`src/rtl/pipe_trace_monitor.sv`:
```
// Pipeline slot tracker: rebuilds per-stage instr/kind, flags the retiring slot and, with PIPE_TRACE_PERF_EN, keeps saturating counters.
// Latency: stages 0/1 combinational, stage 2 one edge, last stage STAGES-2 edges after entering stage 1.
// Backpressure: none; every registered stage shifts on every edge and never stalls.
module pipe_trace_monitor #(
    parameter int STAGES = 5,
    parameter int IW     = 32,
    parameter int CNT_W  = 16
) (
    input  logic                 clock,
    input  logic                 reset,
    input  logic [IW-1:0]        if_instr,
    input  logic [IW-1:0]        id_instr,
    input  logic                 pcsrc,
    input  logic                 bubble,
    output logic [STAGES*IW-1:0] stage_instr,
    output logic [STAGES*2-1:0]  stage_kind,
    output logic                 retire_valid,
    output logic [IW-1:0]        retire_instr,
    output logic [CNT_W-1:0]     retire_count,
    output logic [CNT_W-1:0]     flush_count,
    output logic [CNT_W-1:0]     bubble_count
);

    typedef enum logic [1:0] {
        KIND_VALID  = 2'b00,
        KIND_NOP    = 2'b01,
        KIND_BUBBLE = 2'b10,
        KIND_FLUSH  = 2'b11
    } kind_t;

    kind_t         kind0;
    kind_t         kind1;
    logic          flush_id;
    logic [IW-1:0] pipe_instr [2:STAGES-1];
    kind_t         pipe_kind  [2:STAGES-1];

    // The branch itself sits in ID, so pcsrc only squashes the IF slot now
    // and reaches the ID slot one edge later through flush_id.
    always_comb begin
        kind0 = KIND_VALID;
        if (pcsrc)
            kind0 = KIND_FLUSH;
        else if (if_instr == '0)
            kind0 = KIND_NOP;
    end

    always_comb begin
        kind1 = KIND_VALID;
        if (flush_id)
            kind1 = KIND_FLUSH;
        else if (id_instr == '0)
            kind1 = KIND_NOP;
    end

    always_ff @(posedge clock or negedge reset) begin
        if (!reset) begin
            flush_id <= 1'b0;
            for (int k = 2; k < STAGES; k++) begin
                pipe_instr[k] <= '0;
                pipe_kind[k]  <= KIND_NOP;
            end
        end else begin
            flush_id      <= pcsrc;
            pipe_instr[2] <= id_instr;
            pipe_kind[2]  <= bubble ? KIND_BUBBLE : kind1;
            for (int k = 3; k < STAGES; k++) begin
                pipe_instr[k] <= pipe_instr[k-1];
                pipe_kind[k]  <= pipe_kind[k-1];
            end
        end
    end

    assign stage_instr[0 +: IW] = if_instr;
    assign stage_instr[IW +: IW] = id_instr;
    assign stage_kind[1:0] = kind0;
    assign stage_kind[3:2] = kind1;

    for (genvar g = 2; g < STAGES; g++) begin : g_stage_out
        assign stage_instr[g*IW +: IW] = pipe_instr[g];
        assign stage_kind[g*2 +: 2]    = pipe_kind[g];
    end

    assign retire_valid = (pipe_kind[STAGES-1] == KIND_VALID);
    assign retire_instr = pipe_instr[STAGES-1];

`ifdef PIPE_TRACE_PERF_EN
    logic [CNT_W-1:0] retire_cnt;
    logic [CNT_W-1:0] flush_cnt;
    logic [CNT_W-1:0] bubble_cnt;

    // Counters hold at all-ones rather than wrapping.
    always_ff @(posedge clock or negedge reset) begin
        if (!reset) begin
            retire_cnt <= '0;
            flush_cnt  <= '0;
            bubble_cnt <= '0;
        end else begin
            if (retire_valid && retire_cnt != '1)
                retire_cnt <= retire_cnt + CNT_W'(1);
            if (pcsrc && flush_cnt != '1)
                flush_cnt <= flush_cnt + CNT_W'(1);
            if (bubble && bubble_cnt != '1)
                bubble_cnt <= bubble_cnt + CNT_W'(1);
        end
    end

    assign retire_count = retire_cnt;
    assign flush_count  = flush_cnt;
    assign bubble_count = bubble_cnt;
`else
    assign retire_count = '0;
    assign flush_count  = '0;
    assign bubble_count = '0;
`endif

endmodule

```
`config.mk`:
```
export PLATFORM = sky130hd
export DESIGN_NAME = pipe_trace_monitor
export DESIGN_NICKNAME = d
export VERILOG_FILES = /design/src/rtl/pipe_trace_monitor.sv
export SDC_FILE = /design/constraint.sdc
export NUM_CORES = 1
export LEC_CHECK = 0
export ABC_CLOCK_PERIOD_IN_PS = 1100
export CAP_MARGIN = 0
export CORE_AREA = 2 2 123 125
export CTS_BUF_LIST = sky130_fd_sc_hd__clkbuf_16
export CTS_CLUSTER_DIAMETER = 80
export DETAILED_ROUTE_END_ITERATION = 7
export DIE_AREA = 0 0 125 127
export PLACE_DENSITY_LB_ADDON = 0.15
export SYNTH_ARGS = -nofsm -noshare
export SYNTH_HDL_FRONTEND = slang
export SYNTH_SLANG_ARGS = --single-unit
export TNS_END_PERCENT = 10
```
`constraint.sdc`:
```
create_clock -name clock -period 1.1 [get_ports clock]
set_clock_uncertainty 0.2 [all_clocks]
set_input_delay 0.11 -clock clock [delete_from_list [all_inputs] [get_ports clock]]
set_output_delay 0.11 -clock clock [all_outputs]
set_load 0.03 [all_outputs]
```
; ---- Word-level counts from Yosys, hierarchy flattened
; Index checks and enable logic that the tools add are counted.
[op_classes]
mux = 5
n_reduce_logical = 3
[op_table]
columns = cell, n
row1 = $logic_not A32 Y1, 2
row2 = $mux W2, 3
row3 = $logic_not A2 Y1, 1
row4 = $mux W1, 2
[totals]
elab_cells = 15
input_bits = 68
regBits = 103

; ---- Depth between registers and ports, before layout
; Gate-level depths: netlist of run 1.
[depth]
word_depth = 4
depth_mapped = 4

; ---- Worst setup path before layout of run 1
; Ideal clock, no wire load.
[synth_timing]
path_type = input port to output port
startpoint = input port if_instr[24]
endpoint = output port stage_kind[0]
stages = 3
arrival_ns = 0.971
required_ns = 0.790
slack_ns = -0.181
path_cell_list = nor4_1 > nand4_1 > o21bai_1
[synth_via]
elab_chain_cells = 3
[synth_lines]
columns = element, line_no
row1 = from (decl), 11  ; input logic [IW-1:0] if_instr,
row2 = $logic_not A32 Y1, 43  ; else if (if_instr == '0)
row3 = $mux W1, 43
row4 = $mux W2, 41  ; if (pcsrc)
row5 = to (decl), 16  ; output logic [STAGES*2-1:0] stage_kind,
; No other way between the ends.

; ---- Final worst setup path of run 1
[layout_timing]
startpoint = input port id_instr[12]
endpoint = output port stage_kind[2]
[layout_via]
elab_chain_cells = 3
[layout_lines]
columns = element, line_no
row1 = from (decl), 12  ; input logic [IW-1:0] id_instr,
row2 = $logic_not A32 Y1, 51  ; else if (id_instr == '0)
row3 = $mux W1, 51
row4 = $mux W2, 49  ; if (flush_id)
; No other way between the ends.

==> results by group, run 1 <==
Run status
  • Status: finished with violations
  • Violated checks: negative hold slack, negative setup slack

Pwr
  • Comb power frac: 0.265
  • Clock power share: 0.297
  • Tot Pwr: 9.461 mW
  • Pwr/cell area: 1338 nW/um2
  • Leak: 3.449 nW
  • Net Sw Frac: 0.3080
  • Seq pwr share: 0.438
  • Pint: 6.547 mW
  • Switch Pwr: 2.914 mW
  • Max IR drop VDD: 0.6017 mV

Setup path
  • Startpoint Class: input port
  • Largest fanout on the critical path: 2
  • Crit path DAT: 1.10 ns
  • Critical Path RT: 0.79 ns
  • Endpoint class of the critical path: output port
  • Setup CP Type: input port to output port

Floorplan
  • Core Rows: 44
  • Die Width: 125 um
  • Die H: 127 um
  • Die area: 15880 um2
  • Core Area: 14420 um2
  • Starting density of the core: 0.2668
  • # IOs: 319

STA
  • Final Hold Fails: 8
  • Final WS setup: -0.3073 ns
  • Setup-failing EPs final: 139
  • Minimum clock period: 1.407 ns
  • Min Hold Slack: -0.01830 ns
  • Fin. max-slew vios: 0
  • Final period utilization: 1.279
  • RSZ-0062 raised after global routing: true
  • Final setup TNS: -13.29 ns
  • Fmax: 0.7106 GHz

Routing
  • Routed via count: 2794
  • First-pass detailed-route iteration total: 3
  • Drt wl/cell: 14.68 um
  • DRC: 0
  • Vias per inst: 3.781
  • Starting DRT DRC Count: 67
  • DRT antenna net count: 0
  • Detailed Route WL: 10850 um

Synth
  • Syn avg cell area: 14.00 um2
  • Post-synthesis sequential area ratio: 0.6707
  • Top post-synthesis cells by area: dfrtp_1, buf_4, nor4_1
  • Synth warnings: 0
  • Yosys reg bits: 103
  • Synth Cell Area: 3849 um2
  • Post-synth top area cell: dfrtp_1
  • Synth cell types: 12
  • Synth Instances: 275
  • Proportion of netlist area held by the largest area contributor: 0.6502

CTS
  • TritonCTS Sinks: 103
  • Total CTS buffers: 9
  • CTS tree: built
  • Clk root buf: clkbuf_16
  • Clk slew on worst S/H paths: 0.06 ns
  • H-tree level count: 3
  • Max Root-Sink Buffers: 2
  • Clock Latency Late Sink: 0.34 ns

Global routing
  • All-layer global routing usage: 0.1322
  • Number of global-route vias before repair: 2921
  • Initial antenna violation count: 0
  • GR Overflow Total: 0
  • First-pass GRT wire length: 16220 um
  • Pin count of the biggest net entering global routing: 31

Placement
  • HPWL after DPL: 8730 um
  • Routability cong.: 0.7600
  • Pre-CTS setup slack: -0.9077 ns
  • Port Buffer Count: 270

Layout
  • Final nets: 618
  • Antenna cell count: 0
  • Fraction of layout cells with a size suffix above 1: 0.6324
  • Layout area overhead: 83.71%

Hold path
  • Worst min path class: input port to asynchronous set/reset pin

Run
  • MaxCap Viol Count: 0
==> cell families (layout without fill, tap and decap cells) <==
| kind of cell | after synthesis | after routing | share of synthesized area |
|---|---|---|---|
| buffers and inverters | 146 | 379 | 0.2848 |
| DFF | 103 | 103 | 0.6707 |
| and+or+nand+nor | 23 | 23 | 0.03869 |
| AOI/OAI and AO/OA | 2 | 2 | 0.004877 |
| other | 1 | 48 | 0.0009744 |
==> what timing repair did <==
item / 4_1_cts / 5_1_grt
hold buffers: 32 / 2
resized for setup: 287 / 90
pin swaps: 22 / 20
endpoints found under the hold margin: 134 / 10
setup buffers: 3 / 1
endpoints found under the setup margin: 190 / 140
==> power by group through the flow <==
stage | clock [mW] | combinational [mW] | sequential [mW]
5_1_grt | 3.05 | 2.61 | 4.17
4_1_cts | 2.92 | 2.47 | 4.14
2_1_floorplan | 0 | 1.05 | 4.54
3_3_place_gp | 0 | 2.30 | 4.16
6_report | 2.81 | 2.50 | 4.14
3_5_place_dp | 0 | 2.30 | 4.17
==> stage by stage <==
step / util / std cells / hold WS, ns / area [um2]
after CTS: 0.4826 / 736 / -0.02445 / 6960
after global placement: 0.4147 / 687 / -0.2000 / 5982
after global routing: 0.4902 / 739 / -0.01996 / 7071
after floorplan: - / 322 / -0.3856 / 4090
final: 0.4902 / 739 / -0.01830 / 7071
after detailed placement: 0.4147 / 687 / -0.2014 / 5982
==> path summary, 6_finish.rpt <==
kind	endpoint	start	cells after the start	slack [ns]
min	stage_instr[105]	reset	2	-0.02
max in group asynchronous	stage_kind[4]	reset	3	0.27
min reg2reg	stage_kind[8]	stage_kind[6]	0	0.17
max reg2reg	stage_kind[4]	flush_id	3	-0.02
max	stage_kind[2]	id_instr[12]	5	-0.31
min in group clock	stage_kind[8]	stage_kind[6]	0	0.17
==> worst max-delay path: stages <==
cell and delay, ns:
clkdlybuf4s15_1 0.22, nor4_4 0.26, nand4_1 0.18, o21bai_4 0.19, buf_6 0.15
==> state kept, by name (all words and copies together) (netlist names) <==
name and cells:
stage_instr 64, flush_id 1, stage_kind 6, retire_instr 32
==> layout make-up <==
cell class / count / area (um2)
clock inverters: 7 / 40.04
clock buffers: 9 / 225.2
flip-flops and latches: 103 / 2584
fillers: 1328 / 7353
well taps: 184 / 230.2
repair buffers: 363 / 3440
multi-input cells: 73 / 551.8
==> cells in the mapped netlist <==
cell type  instances
dfrtp_1          100
nor4_1            15
o21bai_2           1
nand4_1            4
and2b_1            1
conb_1             1
dfstp_2            3
buf_4            146
or2_1              1
nor2_1             1
o21bai_1           1
nor4_2             1
==> per-layer routing <==
metal / vias to the layer above / GRT usage / wire length (um)
li1: 1244 / - / -
met1: 1348 / 0.1317 / 3480
met2: 185 / 0.2631 / 6364
met3: 17 / 0.02513 / 765
met4: 0 / 0.06078 / 236
met5: - / 0 / 0
==> layout by cell type (no fill, tap or decap), types with 3 or more instances in the layout <==
cell type,n
buf_8,3
clkbuf_2,20
conb_1,48
buf_6,139
nand4_1,4
buf_2,17
dfrtp_1,98
nor4_4,11
dfstp_2,3
buf_4,122
dlygate4sd3_1,34
clkdlybuf4s15_1,10
clkbuf_16,9
buf_12,11
nor4_2,5
dlygate4sd2_1,4
Note: power is estimated with default switching activity, not from simulation.
==> run 2: changes to the inputs <==
--- a/config.mk
+++ b/config.mk
@@ -12,7 +12,7 @@
 export CTS_CLUSTER_DIAMETER = 80
 export DETAILED_ROUTE_END_ITERATION = 7
 export DIE_AREA = 0 0 125 127
-export PLACE_DENSITY_LB_ADDON = 0.15
+export PLACE_DENSITY = 0.77
 export SYNTH_ARGS = -nofsm -noshare
 export SYNTH_HDL_FRONTEND = slang
 export SYNTH_SLANG_ARGS = --single-unit
==> run 2 against run 1 <==
The run still ends with negative hold slack, negative setup slack left. Power up 3.3%. Die area stayed put. Sequential power about the same. Register-to-register slack worse by 0.02 ns. Critical path depth unchanged. Sequential share of layout area is 0.082 points lower. Clock power rose by 10%. Hold slack got worse by 0.0046 ns. Critical path type unchanged.
==> results by group, run 2 (synthesized netlist as in run 1, its figures left out) <==
CTS
  • Clk root buf: clkbuf_16
  • Max Root-Sink Buffers: 2
  • Clock Latency Late Sink: 0.34 ns
  • TritonCTS Sinks: 103
  • H-tree level count: 3
  • CTS tree: built
  • Total CTS buffers: 9
  • Clk slew on worst S/H paths: 0.06 ns

Setup path
  • Endpoint class of the critical path: output port
  • Startpoint Class: input port
  • Setup CP Type: input port to output port
  • Setup crit start: id_instr[13]
  • Max stage delay on crit path: 0.28 ns
  • Largest fanout on the critical path: 2
  • CP top delay family: simple AND/OR/NAND/NOR gates
  • Critical Path End: stage_kind[2]
  • Critical Path RT: 0.79 ns
  • Worst R2R Setup Slack: -0.04 ns
  • Reg2reg end: stage_kind[4]
  • Crit path buf inv count: 2
  • R2R depth: 3
  • FF-to-FF Start: flush_id
  • Crit path DAT: 1.22 ns
  • Crit path depth: 5
  • Critical Path, Cell by Cell: dlygate4sd2_1 -> nor4_4 -> nand4_1 -> o21bai_4 -> buf_12
  • Slowest CP cell: nor4_4

STA
  • Final WS setup: -0.4255 ns
  • Fin. max-slew vios: 0
  • Final period utilization: 1.387
  • Minimum clock period: 1.526 ns
  • Min Hold Slack: -0.02290 ns
  • Setup-failing EPs final: 139
  • Fmax: 0.6555 GHz
  • RSZ-0062 raised after global routing: true
  • Final Hold Fails: 6

Layout
  • Most common cell after layout, fill and taps aside: buf_6
  • Final Util: 0.4911
  • Antenna cell count: 0
  • Fraction of layout cells with a size suffix above 1: 0.6332
  • Sequential cell area: 2582 um2
  • Max FFs per register: 64
  • Post-route cell area: 7083 um2
  • Final nets: 611
  • Layout area overhead: 84.04%
  • Area of the multi-input gates: 534.3 um2
  • # fillers: 1189
  • Most frequent cells in the layout: buf_6, buf_4, dfrtp_1

Routing
  • Starting DRT DRC Count: 59
  • Detailed Route WL: 11390 um
  • Routed via count: 2797
  • First-pass detailed-route iteration total: 4
  • Drt wl/cell: 15.56 um
  • Vias per inst: 3.821
  • DRC: 0
  • DRT antenna net count: 0

Run status
  • Status: finished with violations
  • Violated checks: negative hold slack, negative setup slack

Floorplan
  • Core Rows: 44
  • Die area: 15880 um2
  • Die Width: 125 um
  • Starting density of the core: 0.2668
  • # IOs: 319
  • Core Area: 14420 um2
  • Die H: 127 um

Global routing
  • Number of global-route vias before repair: 2922
  • Initial antenna violation count: 0
  • GR Overflow Total: 0
  • First-pass GRT wire length: 16420 um
  • Pin count of the biggest net entering global routing: 44
  • All-layer global routing usage: 0.1343

Placement
  • Post-place instance area: 6032 um2
  • Routability cong.: 0.8484
  • Port Buffer Count: 270
  • HPWL after DPL: 8494 um

Pwr
  • Tot Pwr: 9.776 mW
  • Max IR drop VDD: 0.7114 mV
  • Pwr/cell area: 1380 nW/um2
  • Leak: 3.462 nW

Run
  • MaxCap Viol Count: 0

Hold path
  • Worst min path class: input port to asynchronous set/reset pin
[run 2: cell count changes in the layout (fill, tap and decap cells not counted), moves of 4 or more]
| cell | before | now |
|---|---|---|
| dlygate4sd3_1 | 34 | 25 |
| buf_12 | 11 | 15 |
| dlygate4sd2_1 | 4 | 13 |
| clkbuf_2 | 20 | 12 |
[run 2: layout make-up]
type | instances | share of cell area
Timing Repair Buffer | 356 | 0.4856
Clock inverter | 7 | 0.01007
Clock buffer | 9 | 0.03180
Sequential cell | 103 | 0.3646
Tap cell | 184 | 0.03250
Multi-Input combinational cell | 73 | 0.07543
[run 2: metrics by stage]
step,TNS (ns),setup WS [ns],cells
floorplan,-0.1618,-0.1025,322
global placement,-6.479,-0.8228,687
detailed placement,-7.184,-0.9057,687
CTS,-16.01,-0.4958,727
global route,-18.70,-0.4630,732
finish,-14.31,-0.4255,732
[run 2: layer usage]
metal	wire (um)	part of all wire	vias to the layer above	global-route usage
met5	0	0	-	0
met4	183	0.016	0	0.04641
met3	742	0.065	14	0.02638
met2	6800	0.60	192	0.2717
met1	3667	0.32	1361	0.1359
li1	-	-	1230	-
[run 2: how the worst min path moves through the flow]
stage,startpoint,endpoint,slack (ns),cells after the start
floorplan,reset,flush_id,-0.39,0
detailed placement,reset,stage_kind[9],-0.23,1
CTS,reset,stage_kind[9],-0.03,2
global placement,reset,stage_kind[9],-0.23,1
finish,reset,stage_kind[9],-0.02,2
global route,reset,stage_kind[9],-0.008,2
[run 2: timing repair]
item,in CTS,in global routing
pin swaps,19,16
hold buffers,22,3
hold endpoints to repair,124,9
setup buffers,2,2
endpoints found under the setup margin,192,139
gates resized for setup,303,50
[run 2: worst reg2reg max path: stages (launching register included)]
cell and delay [ns]:
dfrtp_1 0.40, o21bai_4 0.19, buf_4 0.13, and2b_1 0.15
[run 2: power by group]
group / switching (mW) / internal (mW) / total, mW
combinational: 1.47 / 1.05 / 2.52
sequential: 0.168 / 3.99 / 4.15
clock: 1.34 / 1.77 / 3.10
